==> src/rtl/delay_chain_tester.sv <==
// delay_chain_tester
//   Built-in tester for an external registered delay chain. A run drives a
//   deterministic word stream into the chain, waits depth_p cycles for the
//   pipeline to fill, then compares len_p returned words against a second,
//   lagging copy of the same generator and counts mismatches.
//
//   Optional feature macro: DELAY_CHAIN_TESTER_LFSR_EN
//     defined   : pattern p[k] = low width_p bits of state k of a 16-bit
//                 Fibonacci LFSR (x^16+x^14+x^13+x^11+1, seed 16'hACE1)
//     undefined : pattern p[k] = k mod 2^width_p (wrapping counter)
//
// Ports
//   clk_i        : clock, all logic on posedge
//   reset_n_i    : synchronous active-low reset
//   start_i      : run request, accepted in IDLE when abort_i is low
//   abort_i      : cancels a run in FILL or CHECK
//   chain_data_o : stimulus into the chain (0 outside FILL/CHECK)
//   chain_data_i : chain output
//   busy_o       : high in FILL and CHECK
//   done_o       : one-cycle pulse in DONE
//   pass_o       : result of the last completed run
//   err_count_o  : saturating mismatch count of the current/last run
//   state_o      : debug view of the FSM state (0 IDLE,1 FILL,2 CHECK,3 DONE)
//
// Handshake: start_i is a level sampled only in IDLE; a run is accepted on
// the edge where state is IDLE, start_i=1 and abort_i=0. done_o is a single
// cycle pulse; no further handshake is involved.

module delay_chain_tester #(
  parameter int width_p     = 2,
  parameter int depth_p     = 8,
  parameter int len_p       = 64,
  parameter int err_width_p = 8
) (
  input  logic                   clk_i,
  input  logic                   reset_n_i,
  input  logic                   start_i,
  input  logic                   abort_i,
  output logic [width_p-1:0]     chain_data_o,
  input  logic [width_p-1:0]     chain_data_i,
  output logic                   busy_o,
  output logic                   done_o,
  output logic                   pass_o,
  output logic [err_width_p-1:0] err_count_o,
  output logic [1:0]             state_o
);

  typedef enum logic [1:0] {
    IDLE  = 2'd0,
    FILL  = 2'd1,
    CHECK = 2'd2,
    DONE  = 2'd3
  } state_t;

  localparam int max_c = (depth_p > len_p) ? depth_p : len_p;
  localparam int cnt_w = $clog2(max_c) + 1;
  localparam logic [cnt_w-1:0] fill_last  = cnt_w'(depth_p - 1);
  localparam logic [cnt_w-1:0] check_last = cnt_w'(len_p - 1);
  localparam logic [err_width_p-1:0] err_max = '1;

`ifdef DELAY_CHAIN_TESTER_LFSR_EN
  localparam logic [15:0] gen_seed = 16'hACE1;
`else
  localparam logic [15:0] gen_seed = 16'h0000;
`endif

  // One generator step. Both the leading (drive) and lagging (compare)
  // generators use this, so they produce the identical sequence.
  function automatic logic [15:0] gen_next(input logic [15:0] s);
`ifdef DELAY_CHAIN_TESTER_LFSR_EN
    gen_next = {s[0] ^ s[2] ^ s[3] ^ s[5], s[15:1]};
`else
    gen_next = s + 16'd1;
`endif
  endfunction

  state_t           state_q, state_d;
  logic [cnt_w-1:0] cnt_q, cnt_d;
  logic [15:0]      lead_q;
  logic [15:0]      lag_q;
  logic             start_accept;
  logic             running;
  logic             mismatch;
  logic             last_check;

  // Next-state and combinational outputs
  always_comb begin
    state_d      = state_q;
    cnt_d        = cnt_q;
    start_accept = 1'b0;
    running      = 1'b0;
    mismatch     = 1'b0;
    last_check   = 1'b0;
    busy_o       = 1'b0;
    done_o       = 1'b0;
    chain_data_o = '0;

    case (state_q)
      IDLE: begin
        if (start_i && !abort_i) begin
          start_accept = 1'b1;
          state_d      = FILL;
          cnt_d        = '0;
        end
      end
      FILL: begin
        running      = 1'b1;
        busy_o       = 1'b1;
        chain_data_o = lead_q[width_p-1:0];
        cnt_d        = cnt_q + 1'b1;
        if (abort_i) begin
          state_d = IDLE;
        end else if (cnt_q == fill_last) begin
          state_d = CHECK;
          cnt_d   = '0;
        end
      end
      CHECK: begin
        running      = 1'b1;
        busy_o       = 1'b1;
        chain_data_o = lead_q[width_p-1:0];
        mismatch     = (chain_data_i != lag_q[width_p-1:0]);
        cnt_d        = cnt_q + 1'b1;
        if (abort_i) begin
          state_d = IDLE;
        end else if (cnt_q == check_last) begin
          last_check = 1'b1;
          state_d    = DONE;
          cnt_d      = '0;
        end
      end
      DONE: begin
        done_o  = 1'b1;
        state_d = IDLE;
      end
      default: state_d = IDLE;
    endcase
  end

  assign state_o = state_q;

  // State, generators and result registers
  always_ff @(posedge clk_i) begin
    if (!reset_n_i) begin
      state_q     <= IDLE;
      cnt_q       <= '0;
      lead_q      <= gen_seed;
      lag_q       <= gen_seed;
      err_count_o <= '0;
      pass_o      <= 1'b0;
    end else begin
      state_q <= state_d;
      cnt_q   <= cnt_d;

      if (start_accept) begin
        lead_q <= gen_seed;
        lag_q  <= gen_seed;
      end else begin
        if (running) lead_q <= gen_next(lead_q);
        if (state_q == CHECK) lag_q <= gen_next(lag_q);
      end

      // An aborted cycle's compare is discarded so the count holds.
      if (start_accept) begin
        err_count_o <= '0;
      end else if (mismatch && !abort_i && (err_count_o != err_max)) begin
        err_count_o <= err_count_o + 1'b1;
      end

      // Pass includes the final compare, which has not reached the counter.
      if (start_accept) begin
        pass_o <= 1'b0;
      end else if (running && abort_i) begin
        pass_o <= 1'b0;
      end else if (last_check) begin
        pass_o <= (err_count_o == '0) && !mismatch;
      end
    end
  end

endmodule

==> config.mk <==
export PLATFORM = sky130hd
export DESIGN_NAME = delay_chain_tester
export DESIGN_NICKNAME = d
export VERILOG_FILES = /design/src/rtl/delay_chain_tester.sv
export SDC_FILE = /design/constraint.sdc
export NUM_CORES = 1
export LEC_CHECK = 0
export ABC_AREA = 0
export BUFFER_PORTS_ARGS = -buffer_cell sky130_fd_sc_hd__buf_4
export CAP_MARGIN = 0
export CORE_MARGIN = 4
export CORE_UTILIZATION = 45
export CTS_CLUSTER_SIZE = 28
export DETAILED_ROUTE_END_ITERATION = 6
export GPL_TIMING_DRIVEN = 0
export PLACE_DENSITY = 0.63
export SYNTH_ARGS = -nofsm -noshare
export SYNTH_HDL_FRONTEND = slang
export SYNTH_SLANG_ARGS = --single-unit
==> constraint.sdc <==
create_clock -name clk_i -period 4.7 [get_ports clk_i]
set_input_delay 0.235 -clock clk_i [delete_from_list [all_inputs] [get_ports clk_i]]
set_output_delay 0.235 -clock clk_i [all_outputs]
set_load 0.02 [all_outputs]
# Yosys cells after proc, flatten, opt, wreduce, memory -nomap -nowiden
# Index checks and enable logic that the tools add are counted.
[word_totals]
register_bits = 50
inputBits = 6
elab_cells = 57
[op_classes]
addsub = 4
eq_ne = 10
muxes = 21
bitwise_logic = 1
reduce_logical = 15
[ops]
columns = ["operator", "count"]
rows = [
  ["2-to-1 mux 7 bit", 5],
  ["adder 16 x 1 -> 16 bit (second input constant)", 2],
  ["case mux 7 bit (3 select lines)", 1],
  ["2-to-1 mux 2 bit", 6],
  ["adder 8 x 1 -> 8 bit (second input constant)", 1],
  ["zero test 8 bit", 1],
  ["2-to-1 mux 1 bit", 8],
  ["!= test 8 bit (second input constant)", 1],
  ["case mux 2 bit (4 select lines)", 1],
  ["adder 7 x 1 -> 7 bit (second input constant)", 1],
  ["== test 7 x 3 -> 1 bit (second input constant)", 1],
  ["== test 7 x 6 -> 1 bit (second input constant)", 1],
  ["!= test 3 bit (second input constant)", 2],
  ["logical AND 1 bit", 5],
  ["== test 2 bit (second input constant)", 2],
  ["OR reduction 2 bit", 2],
  ["AND reduction 3 bit", 1],
  ["nonzero test 3 bit", 1],
  ["OR reduction 3 bit", 1],
  ["== test 2 x 1 -> 1 bit (second input constant)", 1],
  ["zero test 1 bit", 2],
  ["zero test 2 bit", 1],
  ["!= test 2 bit", 1],
  ["!= test 2 bit (second input constant)", 1],
  ["other kinds (2)", 2],
]

# Logic depth before layout (Yosys ltp)
[logic_depth]
ltp_word = 5
mapped_depth = 7
ltp_nobuf = 6

# Least setup slack after synthesis
# No wires, ideal clock.
[synth_timing]
kind = "register to register"
from = "reg state_q[1], in the netlist state_o[1]"
to = "reg err_count_o[3]"
setup_ns = 0.071
arrival_ns = 1.794
required_ns = 4.629
setup_slack_ns = 2.836
stages_incl_launch_ff = 6
path_buffers = 0
path_cell_list = "dfxtp_1 -> ha_1 -> nor2b_1 -> o21ai_2 -> or4_1 -> a21oi_1"
[synth_via]
elab_chain_cells = 4
word_cells_on_any_way = 7
classes_between = "eq/ne (1); mux (2); reduce/logical (4)"
[synth_rtl]
columns = ["element", "line", "text"]
rows = [
  ["start, declared", "77", "state_t state_q, state_d;"],
  ["start signal, assigned", "152", "state_q <= state_d;"],
  ["== test 2 bit", "98", "case (state_q)"],
  ["2-to-1 mux 1 bit", "98", ""],
  ["logical AND 1 bit (2 in a row)", "166", "end else if (mismatch && !abort_i && (err_count_o != err_max)) begin"],
  ["end signal, assigned", "167", "err_count_o <= err_count_o + 1'b1;"],
  ["end, declared", "44", "output logic [err_width_p-1:0] err_count_o,"],
]
# Parallel ways exist; a longest one is shown, timed or not.
# A chain may end at the register's enable or synchronous reset.

# Worst setup path after layout
[layout_timing]
from = "reg state_q[0], in the netlist state_o[0]"
to = "reg err_count_o[3]"
# The elaborated chain is that of the path after synthesis.

==> impl_metrics.json <==
{
  "grt_usage": 0.162,
  "synth_area_um2": 1370,
  "synth_common_cells": "dfxtp_1, a211oi_1, nand3_1",
  "cts_buffer_depth": 2,
  "layout.nets": 187,
  "r2r_setup_slack_ns": 2.67,
  "grt_pass1_wl_mm": 5.26,
  "cp-end-kind": "register",
  "dp_hpwl_mm": 2.25,
  "cts.sinks": 22,
  "antenna_found_initial": 0,
  "worst_pin_slew_ns": 0.545,
  "yosys.area_share.adder": 0.0638,
  "yosysMostFrequentCell": "dfxtp_1",
  "final_util": 0.562,
  "cap_violations": 0,
  "p_sw_w": 0.000101,
  "swShare": 0.277,
  "whs_endpoint": "pass_o$_SDFFE_PP0P_",
  "core_area_um2": 2830,
  "seq_power_share": 0.535,
  "maxSlewHeadroom": 0.637,
  "route.detailed.drc": 0,
  "crit_slowest_cell": "or4_1",
  "slew_viol_final": 0,
  "area_growth_pct": 15.9,
  "max_freq_mhz": 493,
  "syn-num-nets": 163,
  "clock_latency_ns": 0.31,
  "cts.htree.levels": 1,
  "vias_per_cell": 5.86,
  "grt_max_degree": 13,
  "io_buffer_count": 19,
  "instances_no_fill": 204,
  "power.share.clock": 0.294,
  "gp_congestion": 0.834,
  "cts_made_buffers": 3,
  "die_w_um": 63.2,
  "power.density_nw_per_um2": 229,
  "dieHeight_um": 63.2,
  "num_rows": 19,
  "synth_top_area_share": 0.321,
  "r2r-start": "state_o[0]$_SDFFE_PN0P_",
  "setup_viol": 0,
  "place_inst": 200,
  "path_delay_family": "simple AND/OR/NAND/NOR gates",
  "synth-edff-count": 0,
  "critPathMaxFanout": 7,
  "drt-pass1-iter-count": 4,
  "leakage_nw": 0.553,
  "cts-root-buf": "clkbuf_4",
  "synth_top_family_by_area": "compound AO/OA/AOI/OAI gates",
  "irDropWorstVdd_uv": 128,
  "netlist-cell-type-count": 47,
  "fin_area_um2": 1590,
  "yosysTopAreaCell": "dfxtp_1",
  "postSynthCellCount": 150,
  "cts_setup_buffers": 0,
  "finalHoldViolations": 0,
  "ant_nets": 0,
  "slowest_delay_ns": 0.51,
  "intPower_w": 0.000263,
  "wire_per_inst_um": 14.9,
  "synth-xor-area-share": 0.0702,
  "worstSetupStartpointType": "register",
  "hold_path_depth": 2,
  "muxShareOfSynthArea": 0.0219,
  "yosysWarnings": 0,
  "outcome": "finished clean",
  "cts_tree": "built",
  "period_needed_ns": 2.03,
  "yosysSeqAreaShare": 0.321,
  "cts-hold-fix-buffers": 0,
  "drive_gt1_frac": 0.208,
  "fin_skew_ns": 0.00619,
  "post-route-period-util": 0.431,
  "wirelength_mm": 3.03,
  "clk_pin_slew_ns": 0.13,
  "postSynth.asyncResetShare": 0,
  "hold_start": "abort_i",
  "overflow": 0,
  "synth-compound-area-share": 0.255,
  "synth.avg_cell_area_um2": 9.15,
  "yosys_most_used_dff": "dfxtp_1",
  "io_pins": 21,
  "r2r_cells": 6,
  "die-area_um2": 4000,
  "worstPathCellList": "inv_1, ha_1, nor2b_1, o21ai_2, or4_1, a21oi_1",
  "cp.buffers_inverters": 1,
  "reg2reg_to": "err_count_o[3]$_SDFFE_PP0P_",
  "cts-resized-gates": 0,
  "cp.arrival_ns": 2.27,
  "start_util": 0.485,
  "required_ns": 4.95,
  "synth-simple-area-share": 0.227,
  "synth.area.top_cells": "dfxtp_1, ha_1, xnor2_1, a211oi_1, nand3_1",
  "antennaDiodeCount": 0,
  "via_count": 1195,
  "drtIter0Drc": 49,
  "ys_seq_elements": 22,
  "hp-class": "in -> reg",
  "placed_area_um2": 1550,
  "fin_setup_tns_ns": 0,
  "grt_pass1_vias": 1135,
  "comb_power_share": 0.171,
  "crit_type": "reg -> reg",
  "rsz0062_at_grt": "false"
}
[power groups by stage]
stage	combinational, W	sequential (W)	clock [W]
2_1_floorplan	0.0000442	0.000199	0
3_3_place_gp	0.0000611	0.000198	0
3_5_place_dp	0.0000623	0.000199	0
4_1_cts	0.0000626	0.000194	0.000110
5_1_grt	0.0000690	0.000195	0.000118
6_report	0.0000621	0.000195	0.000107
[metal layers]
metal / track usage / part of all wire / vias to the layer above
met2: 0.238 / 0.44 / 22
met3: 0.0497 / 0.040 / 5
met5: 0 / 0 / -
met1: 0.227 / 0.51 / 553
met4: 0.0431 / 0.011 / 0
li1: - / - / 615
[how the worst max path moves through the flow]
stage,end,start,depth (start not counted)
2_1_floorplan,err_count_o[3]$_SDFFE_PP0P_,state_o[1]$_SDFFE_PN0P_,5
3_3_place_gp,err_count_o[3]$_SDFFE_PP0P_,state_o[0]$_SDFFE_PN0P_,6
3_5_place_dp,err_count_o[3]$_SDFFE_PP0P_,state_o[0]$_SDFFE_PN0P_,6
4_1_cts,err_count_o[3]$_SDFFE_PP0P_,state_o[0]$_SDFFE_PN0P_,6
5_1_grt,err_count_o[6]$_SDFFE_PP0P_,state_o[0]$_SDFFE_PN0P_,6
6_report,err_count_o[3]$_SDFFE_PP0P_,state_o[0]$_SDFFE_PN0P_,6
[layout make-up]
type | count | area, um2
Fill cell | 280 | 1240
Multi-Input combinational cell | 117 | 876
Sequential cell | 22 | 440
Timing Repair Buffer | 19 | 143
Tap cell | 31 | 38.8
Clock buffer | 4 | 36.3
Buffer | 4 | 30.0
Inverter | 7 | 26.3
[per-stage QoR]
step | hold WS, ns | worst slack (ns) | power [W]
3_3_place_gp | 0.485 | 2.75 | 0.000259
3_5_place_dp | 0.488 | 2.71 | 0.000261
5_1_grt | 0.149 | 2.49 | 0.000383
6_report | 0.148 | 2.67 | 0.000364
2_1_floorplan | 0.363 | 2.84 | 0.000243
4_1_cts | 0.144 | 2.67 | 0.000367
[registers in the layout, summed over array words and instances (netlist names)]
register	count
state_o	2
pass_o	1
lead_q	2
err_count_o	8
cnt_q	7
lag_q	2
[cells by family after synthesis]
group,Yosys count
and+or+nand+nor,54
AOI/OAI and AO/OA,42
DFF,22
xor gates and xnor gates,11
buffers and inverters,11
adders and majority gates,7
muxes,3
[worst register-to-register path, cell delays in order, from the launching register on]
cell     delay [ns]
dfxtp_1        0.38
inv_1          0.12
ha_1           0.33
nor2b_1        0.32
o21ai_2        0.15
or4_1          0.51
a21oi_1        0.14
[cells in the final DEF (no fill, tap or decap), types with 4 or more instances in the layout]
| cell | synthesis | layout |
|---|---|---|
| dfxtp_1 | 22 | 22 |
| o21ai_0 | 4 | 4 |
| inv_1 | 7 | 7 |
| ha_1 | 7 | 7 |
| a211oi_1 | 9 | 9 |
| nand3_1 | 9 | 9 |
| nand2b_1 | 5 | 5 |
| nor2_1 | 7 | 7 |
| a21oi_1 | 5 | 5 |
| xnor2_1 | 8 | 8 |
| buf_4 | 0 | 19 |
| nand2_1 | 7 | 7 |
No activity file was read; power rests on OpenSTA's default activity.
